==> src/rtl/l2_map_reader.sv <==
// Streams the six pooled 14x14 L2 maps in column-major order as one 6-channel beat per cycle.
// Optional build macro L2_READ_RELU_EN clamps negative values to zero at FIFO capture.
module l2_map_reader #(
  parameter int DATA_WIDTH = 12,
  parameter int MAP_WIDTH  = 14,
  parameter int MAP_HEIGTH = 14,
  parameter int ADDR_WIDTH = 8,
  parameter int MAP_SIZE   = MAP_WIDTH * MAP_HEIGTH,
  parameter int FIFO_DEPTH = 2
) (
  input  logic                  clk,
  input  logic                  rst,
  input  logic                  L2_rd_en,
  output logic [ADDR_WIDTH-1:0] L2_out_addr_read,
  input  logic [DATA_WIDTH-1:0] L2_out1_dout,
  input  logic [DATA_WIDTH-1:0] L2_out2_dout,
  input  logic [DATA_WIDTH-1:0] L2_out3_dout,
  input  logic [DATA_WIDTH-1:0] L2_out4_dout,
  input  logic [DATA_WIDTH-1:0] L2_out5_dout,
  input  logic [DATA_WIDTH-1:0] L2_out6_dout,
  output logic                  out_valid,
  input  logic                  out_ready,
  output logic [DATA_WIDTH-1:0] out_data1,
  output logic [DATA_WIDTH-1:0] out_data2,
  output logic [DATA_WIDTH-1:0] out_data3,
  output logic [DATA_WIDTH-1:0] out_data4,
  output logic [DATA_WIDTH-1:0] out_data5,
  output logic [DATA_WIDTH-1:0] out_data6,
  output logic [3:0]            out_row,
  output logic [3:0]            out_col,
  output logic                  out_last,
  output logic                  rd_done,
  output logic [3:0]            st
);

  typedef enum logic [3:0] {
    IDLE  = 4'b0001,
    READ  = 4'b0010,
    DRAIN = 4'b0100,
    DONE  = 4'b1000
  } state_t;

  typedef struct packed {
    logic [5:0][DATA_WIDTH-1:0] d;
    logic [3:0]                 row;
    logic [3:0]                 col;
    logic                       last;
  } beat_t;

  localparam logic [2:0]            LP_DEPTH    = 3'(FIFO_DEPTH);
  localparam logic [ADDR_WIDTH-1:0] LP_LAST_ADR = ADDR_WIDTH'(MAP_SIZE - 1);
  localparam logic [3:0]            LP_LAST_ROW = 4'(MAP_HEIGTH - 1);

  state_t                r_st;
  state_t                w_st_nxt;
  logic [ADDR_WIDTH-1:0] r_addr;
  logic [3:0]            r_row;
  logic [3:0]            r_col;
  logic                  r_inflight;
  logic [3:0]            r_if_row;
  logic [3:0]            r_if_col;
  logic                  r_if_last;

  beat_t                 r_fifo [FIFO_DEPTH];
  logic                  r_wp;
  logic                  r_rp;
  logic [1:0]            r_cnt;

  logic                  w_pop;
  logic                  w_push;
  logic [2:0]            w_occ;
  logic                  w_issue;
  logic                  w_last_adr;
  logic [5:0][DATA_WIDTH-1:0] w_raw;
  beat_t                 w_cap;
  beat_t                 w_out;

  assign out_valid  = (r_cnt != 2'd0);
  assign w_pop      = out_valid && out_ready;
  assign w_push     = r_inflight;
  // Occupancy seen by the issue logic counts the read in flight and frees the slot popped this cycle.
  assign w_occ      = {1'b0, r_cnt} + {2'b00, r_inflight} - {2'b00, w_pop};
  assign w_last_adr = (r_addr == LP_LAST_ADR);
  assign w_issue    = (r_st == READ) && L2_rd_en && (w_occ < LP_DEPTH);

`ifdef L2_READ_RELU_EN
  function automatic logic [DATA_WIDTH-1:0] f_relu(input logic [DATA_WIDTH-1:0] v);
    return v[DATA_WIDTH-1] ? '0 : v;
  endfunction
`endif

  assign w_raw = {L2_out6_dout, L2_out5_dout, L2_out4_dout,
                  L2_out3_dout, L2_out2_dout, L2_out1_dout};

  always_comb begin
    w_cap      = '0;
    w_cap.row  = r_if_row;
    w_cap.col  = r_if_col;
    w_cap.last = r_if_last;
    for (int unsigned i = 0; i < 6; i++) begin
`ifdef L2_READ_RELU_EN
      w_cap.d[i] = f_relu(w_raw[i]);
`else
      w_cap.d[i] = w_raw[i];
`endif
    end
  end

  always_comb begin
    w_st_nxt = r_st;
    unique case (r_st)
      IDLE:    if (L2_rd_en) w_st_nxt = READ;
      READ:    if (w_issue && w_last_adr) w_st_nxt = DRAIN;
      DRAIN:   if ((r_cnt == 2'd0) && !r_inflight) w_st_nxt = DONE;
      DONE:    w_st_nxt = DONE;
      default: w_st_nxt = IDLE;
    endcase
    if (!L2_rd_en) w_st_nxt = IDLE;
  end

  always_ff @(posedge clk or negedge rst) begin
    if (!rst) r_st <= IDLE;
    else      r_st <= w_st_nxt;
  end

  always_ff @(posedge clk or negedge rst) begin
    if (!rst) begin
      r_addr     <= '0;
      r_row      <= '0;
      r_col      <= '0;
      r_inflight <= 1'b0;
      r_if_row   <= '0;
      r_if_col   <= '0;
      r_if_last  <= 1'b0;
      r_wp       <= 1'b0;
      r_rp       <= 1'b0;
      r_cnt      <= '0;
    end else if (!L2_rd_en) begin
      r_addr     <= '0;
      r_row      <= '0;
      r_col      <= '0;
      r_inflight <= 1'b0;
      r_if_last  <= 1'b0;
      r_wp       <= 1'b0;
      r_rp       <= 1'b0;
      r_cnt      <= '0;
    end else begin
      r_inflight <= w_issue;
      if (w_issue) begin
        r_if_row  <= r_row;
        r_if_col  <= r_col;
        r_if_last <= w_last_adr;
        // The counters park on the final address so it never runs past the map.
        if (!w_last_adr) begin
          r_addr <= r_addr + 1'b1;
          if (r_row == LP_LAST_ROW) begin
            r_row <= '0;
            r_col <= r_col + 1'b1;
          end else begin
            r_row <= r_row + 1'b1;
          end
        end
      end
      if (w_push) r_wp <= ~r_wp;
      if (w_pop)  r_rp <= ~r_rp;
      unique case ({w_push, w_pop})
        2'b10:   r_cnt <= r_cnt + 1'b1;
        2'b01:   r_cnt <= r_cnt - 1'b1;
        default: r_cnt <= r_cnt;
      endcase
    end
  end

  always_ff @(posedge clk) begin
    if (w_push) r_fifo[r_wp] <= w_cap;
  end

  assign w_out = out_valid ? r_fifo[r_rp] : '0;

  assign L2_out_addr_read = r_addr;
  assign out_data1        = w_out.d[0];
  assign out_data2        = w_out.d[1];
  assign out_data3        = w_out.d[2];
  assign out_data4        = w_out.d[3];
  assign out_data5        = w_out.d[4];
  assign out_data6        = w_out.d[5];
  assign out_row          = w_out.row;
  assign out_col          = w_out.col;
  assign out_last         = w_out.last;
  assign rd_done          = (r_st == DONE);
  assign st               = r_st;

endmodule

==> config.mk <==
export PLATFORM = sky130hd
export DESIGN_NAME = l2_map_reader
export DESIGN_NICKNAME = d
export VERILOG_FILES = /design/src/rtl/l2_map_reader.sv
export SDC_FILE = /design/constraint.sdc
export NUM_CORES = 1
export LEC_CHECK = 0
export BUFFER_PORTS_ARGS = -buffer_cell sky130_fd_sc_hd__buf_2
export CORE_ASPECT_RATIO = 1.25
export CORE_MARGIN = 5
export CORE_UTILIZATION = 40
export DETAILED_ROUTE_END_ITERATION = 10
export PLACE_DENSITY_LB_ADDON = 0.2
export SYNTH_ARGS = -nofsm -noshare
export SYNTH_HDL_FRONTEND = slang
export SYNTH_SLANG_ARGS = --single-unit
==> constraint.sdc <==
create_clock -name clk -period 13.6 [get_ports clk]
set_clock_uncertainty 0.1 [all_clocks]
set_input_delay 0.68 -clock clk [delete_from_list [all_inputs] [get_ports clk]]
set_output_delay 0.68 -clock clk [all_outputs]
set_load 0.01 [all_outputs]
==> results of run 1 <==
==> logic make-up (layout without fill, tap and decap cells) <==
| family | Yosys count | in the layout | synth area share |
|---|---|---|---|
| flops | 196 | 196 | 0.729 |
| simple gates | 142 | 142 | 0.0844 |
| mux | 92 | 92 | 0.118 |
| buf+inv | 38 | 216 | 0.0209 |
| compound gates | 35 | 35 | 0.0305 |
| fa+ha+maj | 6 | 6 | 0.0105 |
| xor+xnor | 6 | 6 | 0.00670 |
==> cell type report <==
class                           count  area (um2)
Sequential cell                   196        5720
Multi-Input combinational cell    281        1980
Tap cell                          265         332
Clock inverter                     15         148
Timing Repair Buffer              174         881
Inverter                           10        37.5
Fill cell                        1767        9870
Clock buffer                       17         425
==> layout by cell type, fill, tap and decap left out, types with 5 or more instances in the layout <==
cell,Yosys,layout
clkbuf_16,0,17
clkinv_4,0,5
o41ai_1,6,6
mux2_2,7,7
dfrtp_1,33,32
nor2_1,89,88
nand2_1,14,14
o21ai_0,9,9
buf_2,5,170
edfxtp_1,162,162
nand2b_1,7,7
ha_1,5,5
inv_1,10,10
a21oi_1,8,8
mux2i_1,85,85
==> metal layers <==
| metal | wire length, um | global-route usage | share of wire | vias to the layer above |
|---|---|---|---|---|
| li1 | - | - | - | 2230 |
| met1 | 6560 | 0.176 | 0.40 | 2313 |
| met2 | 8560 | 0.257 | 0.53 | 122 |
| met3 | 901 | 0.0401 | 0.056 | 17 |
| met4 | 176 | 0.0421 | 0.011 | 4 |
| met5 | 27 | 0 | 0.0017 | - |
==> power breakdown <==
| part | internal (mW) | leakage (nW) | switching, mW |
|---|---|---|---|
| Sequential | 0.661 | 1.96 | 0.00842 |
| Clock | 0.257 | 0.273 | 0.223 |
| Combinational | 0.0393 | 1.42 | 0.0569 |
==> worst max path at each step <==
stage	endpoint	slack, ns
floorplan	r_fifo[0][0]	8.76
global placement	r_row[3]	10.02
detailed placement	r_row[3]	9.98
CTS	r_col[0]	10.04
global route	r_row[3]	9.71
finish	r_col[0]	10.06
==> per-stage QoR <==
step                      worst slack (ns)  hold slack, ns  instances  area (um2)   util
after floorplan                       8.76           0.284        515        7850      -
after global placement               10.02           0.352        926        8950  0.462
after detailed placement              9.98           0.358        926        8950  0.462
after CTS                            10.04           0.254        958        9530  0.491
after global routing                  9.71           0.282        958        9530  0.491
final                                10.06           0.238        958        9530  0.491
==> sequential cells by signal (all words and copies together) (netlist names) <==
register          count
r_cnt                 2
r_rp                  1
st                    4
r_col                 4
r_if_last             1
r_inflight            1
r_if_row              4
L2_out_addr_read      8
r_if_col              4
r_wp                  1
r_row                 4
r_fifo              162
==> flow_summary_export.csv, run 1 <==
group,metric,value,unit
synth,ys_types,42,
finish,area_growth,21.4,%
sta,slew_violations,0,
synth,synth_cells,515,
floorplanning,start_util,0.404,
critical_path,crit_fanout,29,
drt,drt-total-wl,16200,um
sta,rsz0062_at_grt,"false",
sta,clock.fmax,283,MHz
synth,synth.top_cell.area_share,0.620,
clock_network,holdBufCountCts,0,
synth,yosysWarningCount,0,
global_routing,grt_max_degree,82,
synth,synth_top_cell_by_area,"edfxtp_1",
synth,yosysSeqAreaShare,0.729,
drt,postRouteAntennaNets,0,
global_routing,grt_first_pass_wirelength,25900,um
synth,ys_seq_elements,196,
critical_path,endpoint_kind,"flop",
critical_path,critPathKind,"flop to flop",
critical_path,r2r_start,"r_cnt[1]",
critical_path,cpPeakStageDelay,0.67,ns
clock_network,cts_resized,0,
clock_network,ctsHtreeMaxLevel,4,
clock_network,cts_tree,"done",
synth,ys_top_cells_by_area,"edfxtp_1, mux2i_1, dfrtp_1",
global_routing,track_usage,0.147,
floorplanning,die_w,135,um
clock_network,cts-root-buf,"clkbuf_16",
clock_network,cts_buffers,17,
floorplanning,core,19400,um2
critical_path,crit_path_top_delay_cell,"or4_1",
critical_path,cp_cell_sequence,"nor2_4 > inv_1 > and2_1 > ha_1 > nand2b_1 > fa_1 > xnor2_1 > nand3_2 > or4_1 > a21oi_1",
clock_network,clock_path_buffers,2,
critical_path,r2r_slack,10.06,ns
sta,final.setup.tns,0,ns
critical_path,reg2reg_depth,10,
global_routing,grt_pass1_vias,4905,
floorplanning,die_h,167,um
global_routing,antenna_found_initial,2,
synth,synth_common_cells,"edfxtp_1, nor2_1, mux2i_1",
min_path,worstHoldPathType,"input port to async pin",
synth,synth_edf_count,162,
finish,diodes,0,
critical_path,critical_path.startpoint_type,"flop",
global_routing,overflow,0,
power,p_per_area,131,nW/um2
synth,yosysMostFrequentCell,"edfxtp_1",
clock_network,cts.sinks,196,
placed_design,place.gp.congestion,0.787,
clock_network,clkTransAtPathRegs,0.08,ns
job,drv_cap,0,
drt,viasPerCell,4.89,
sta,final_hold_viol_count,0,
critical_path,worstPathArrival,3.78,ns
critical_path,critPathTopFamily,"simple AND/OR/NAND/NOR gates",
placed_design,hpwl,10600,um
power,power.total,1.25,mW
critical_path,cp-startpoint,"r_cnt[1]",
synth,async_flop_share,0.173,
critical_path,crit_cells,10,
sta,slew_headroom,0.220,
clock_network,clk_latency,0.42,ns
synth,synth_area_per_cell,15.2,um2
critical_path,r2r-end,"r_col[0]",
critical_path,path_buf_inv,1,
sta,setup_viol,0,
finish,drive_gt1_frac,0.319,
drt,drc,0,
finish,layout.nets,762,
placed_design,port_buffers,170,
sta,tightest_slew,1.17,ns
floorplanning,rows,57,
synth,synth_nets,597,
drt,vias,4686,
drt,wire_per_inst,16.9,um
power,p_leak,3.66,nW
drt,drtIter0Drc,191,
sta,final.min_clock_period,3.54,ns
floorplanning,die_area,22500,um2
synth,synth_ff_type,"edfxtp_1",
synth,syn-cell-area,7850,um2
power,vdd_drop_max,0.105,mV
sta,period_share,0.260,
run_status,status,"complete, no violations",
drt,first_pass_iters,4,
clock_network,cts_setup_buffers,0,
critical_path,cp_data_required_time,13.84,ns
floorplanning,ioPinCount,171,
Power figures use the tool's default switching activity.
==> run 2, diff against run 1 <==
clock period = 3.7 ns   (was 13.6 ns; I/O delays follow)
==> run 2 against run 1 <==
- combinational power increased to 4.3 times the previous value
- critical endpoint is now r_col[2]
- power rose to 3.7 times the previous value
- critical path depth rose by 1
- largest power group unchanged
- hold slack got worse by 0.21 ns
- critical path type unchanged
==> flow_summary_export.csv, run 2 (same netlist as run 1, synthesis figures left out) <==
group,metric,value,unit
floorplanning,start_util,0.404,
finish,largest_reg_flops,162,
drt,viasPerCell,4.83,
global_routing,overflow,0,
sta,slew_violations,0,
global_routing,antenna_found_initial,0,
sta,final.min_clock_period,3.31,ns
clock_network,cts_buffers,17,
job,drv_cap,0,
power,p_per_area,449,nW/um2
finish,largest-register,"r_fifo",
critical_path,critical_path.startpoint_type,"flop",
floorplanning,die_area,22500,um2
min_path,hold_path_end,"st[0]",
clock_network,clk_latency,0.42,ns
placed_design,place.gp.congestion,0.772,
drt,drtIter0Drc,211,
clock_network,cts.sinks,196,
critical_path,worstPathArrival,3.46,ns
sta,rsz0062_at_grt,"false",
finish,mostFrequentLayoutCell,"buf_2",
min_path,hold_depth,2,
critical_path,crit_fanout,16,
floorplanning,die_h,167,um
global_routing,grt_max_degree,82,
drt,vias,4993,
finish,diodes,0,
drt,wire_per_inst,16.1,um
critical_path,cp-startpoint,"r_cnt[1]",
global_routing,grt_first_pass_wirelength,26700,um
drt,drc,0,
global_routing,grt_pass1_vias,5333,
min_path,holdCritStartpoint,"L2_rd_en",
clock_network,cts-root-buf,"clkbuf_16",
drt,drt-total-wl,16700,um
power,power.total,4.61,mW
placed_design,hpwl,10600,um
finish,drive_gt1_frac,0.288,
sta,slew_headroom,0.241,
power,vdd_drop_max,0.281,mV
min_path,worstHoldPathType,"input port to flop",
drt,postRouteAntennaNets,0,
drt,first_pass_iters,4,
sta,tightest_slew,1.14,ns
finish,area_growth,30.9,%
clock_network,cts_setup_buffers,0,
finish,layout.nets,837,
placed_design,port_buffers,170,
critical_path,critPathKind,"flop to flop",
critical_path,endpoint_kind,"flop",
critical_path,r2r_slack,0.39,ns
floorplanning,die_w,135,um
critical_path,reg2reg_depth,11,
finish,final_cell_mix,"buf_2, edfxtp_1, nor2_1, mux2i_1, dlygate4sd3_1",
floorplanning,rows,57,
critical_path,r2r-end,"r_col[2]",
clock_network,ctsHtreeMaxLevel,4,
power,p_leak,3.96,nW
clock_network,cts_tree,"done",
sta,final.setup.tns,0,ns
sta,period_share,0.894,
run_status,status,"complete, no violations",
sta,final_hold_viol_count,0,
critical_path,cp_data_required_time,3.85,ns
sta,clock.fmax,302,MHz
finish,nFillCells,1658,
floorplanning,core,19400,um2
clock_network,clkTransAtPathRegs,0.07,ns
floorplanning,ioPinCount,171,
finish,fin_util,0.529,
global_routing,track_usage,0.150,
sta,setup_viol,0,
critical_path,r2r_start,"r_cnt[1]",
clock_network,clock_path_buffers,2,
## run 2: cell types whose count changed in the layout (fill, tap and decap cells not counted), moves of 2 or more
cell	delta
buf_4	+2
clkbuf_1	+2
dlygate4sd3_1	+73
inv_8	-2
## run 2: report_power, final
part	leakage, nW	internal, mW	switching [mW]	total (mW)
registers	1.96	2.43	0.0348	2.47
clock network	0.260	0.938	0.789	1.73
logic	1.74	0.196	0.221	0.417
## run 2: metrics by stage
| stage | hold WS, ns | cells | setup slack [ns] | area, um2 |
|---|---|---|---|---|
| floorplan | -0.211 | 515 | 0.331 | 7850 |
| global placement | 0.201 | 928 | 0.465 | 8970 |
| detailed placement | 0.204 | 928 | 0.340 | 8970 |
| CTS | 0.00527 | 1033 | 0.315 | 10300 |
| global route | 0.0205 | 1033 | 0.0231 | 10300 |
| finish | 0.0264 | 1033 | 0.392 | 10300 |
## run 2: layout make-up
type / instances / area, um2 / share of cell area
clock inverter: 13 / 128 / 0.0124
inverter: 10 / 37.5 / 0.00366
sequential: 196 / 5720 / 0.557
clock buffer: 19 / 433 / 0.0422
tap: 265 / 332 / 0.0323
timing repair buffer: 249 / 1630 / 0.158
multi-input combinational: 281 / 1990 / 0.194
## run 2: worst max path at each step
stage | slack, ns | endpoint | cells after the start
4_1_cts | 0.32 | r_col[2] | 11
2_1_floorplan | 0.33 | r_row[3] | 12
3_5_place_dp | 0.34 | r_col[3] | 11
5_1_grt | 0.02 | r_col[2] | 11
3_3_place_gp | 0.47 | r_col[3] | 11
6_report | 0.39 | r_col[2] | 11
## run 2: what timing repair did
action | in CTS | in global routing
hold buffers | 73 | 0
endpoints found under the setup margin | 0 | 2
endpoints found under the hold margin | 177 | 0
gates resized for setup | 0 | 1
## run 2: worst max-delay path, stage by stage (launching register included)
cell and delay, ns:
dfrtp_1 0.47, nor2_4 0.14, inv_1 0.08, and2_1 0.21, ha_1 0.28, nand2b_1 0.15, fa_1 0.38, xnor2_1 0.38
nand3_4 0.23, buf_4 0.26, o311ai_0 0.32, o41ai_1 0.14
## run 2: metal layers
metal	up-vias	routed length (um)	track usage
met3	19	851	0.0380
met1	2450	6760	0.177
met5	-	0	0
li1	2389	-	-
met2	135	8800	0.264
met4	0	257	0.0526
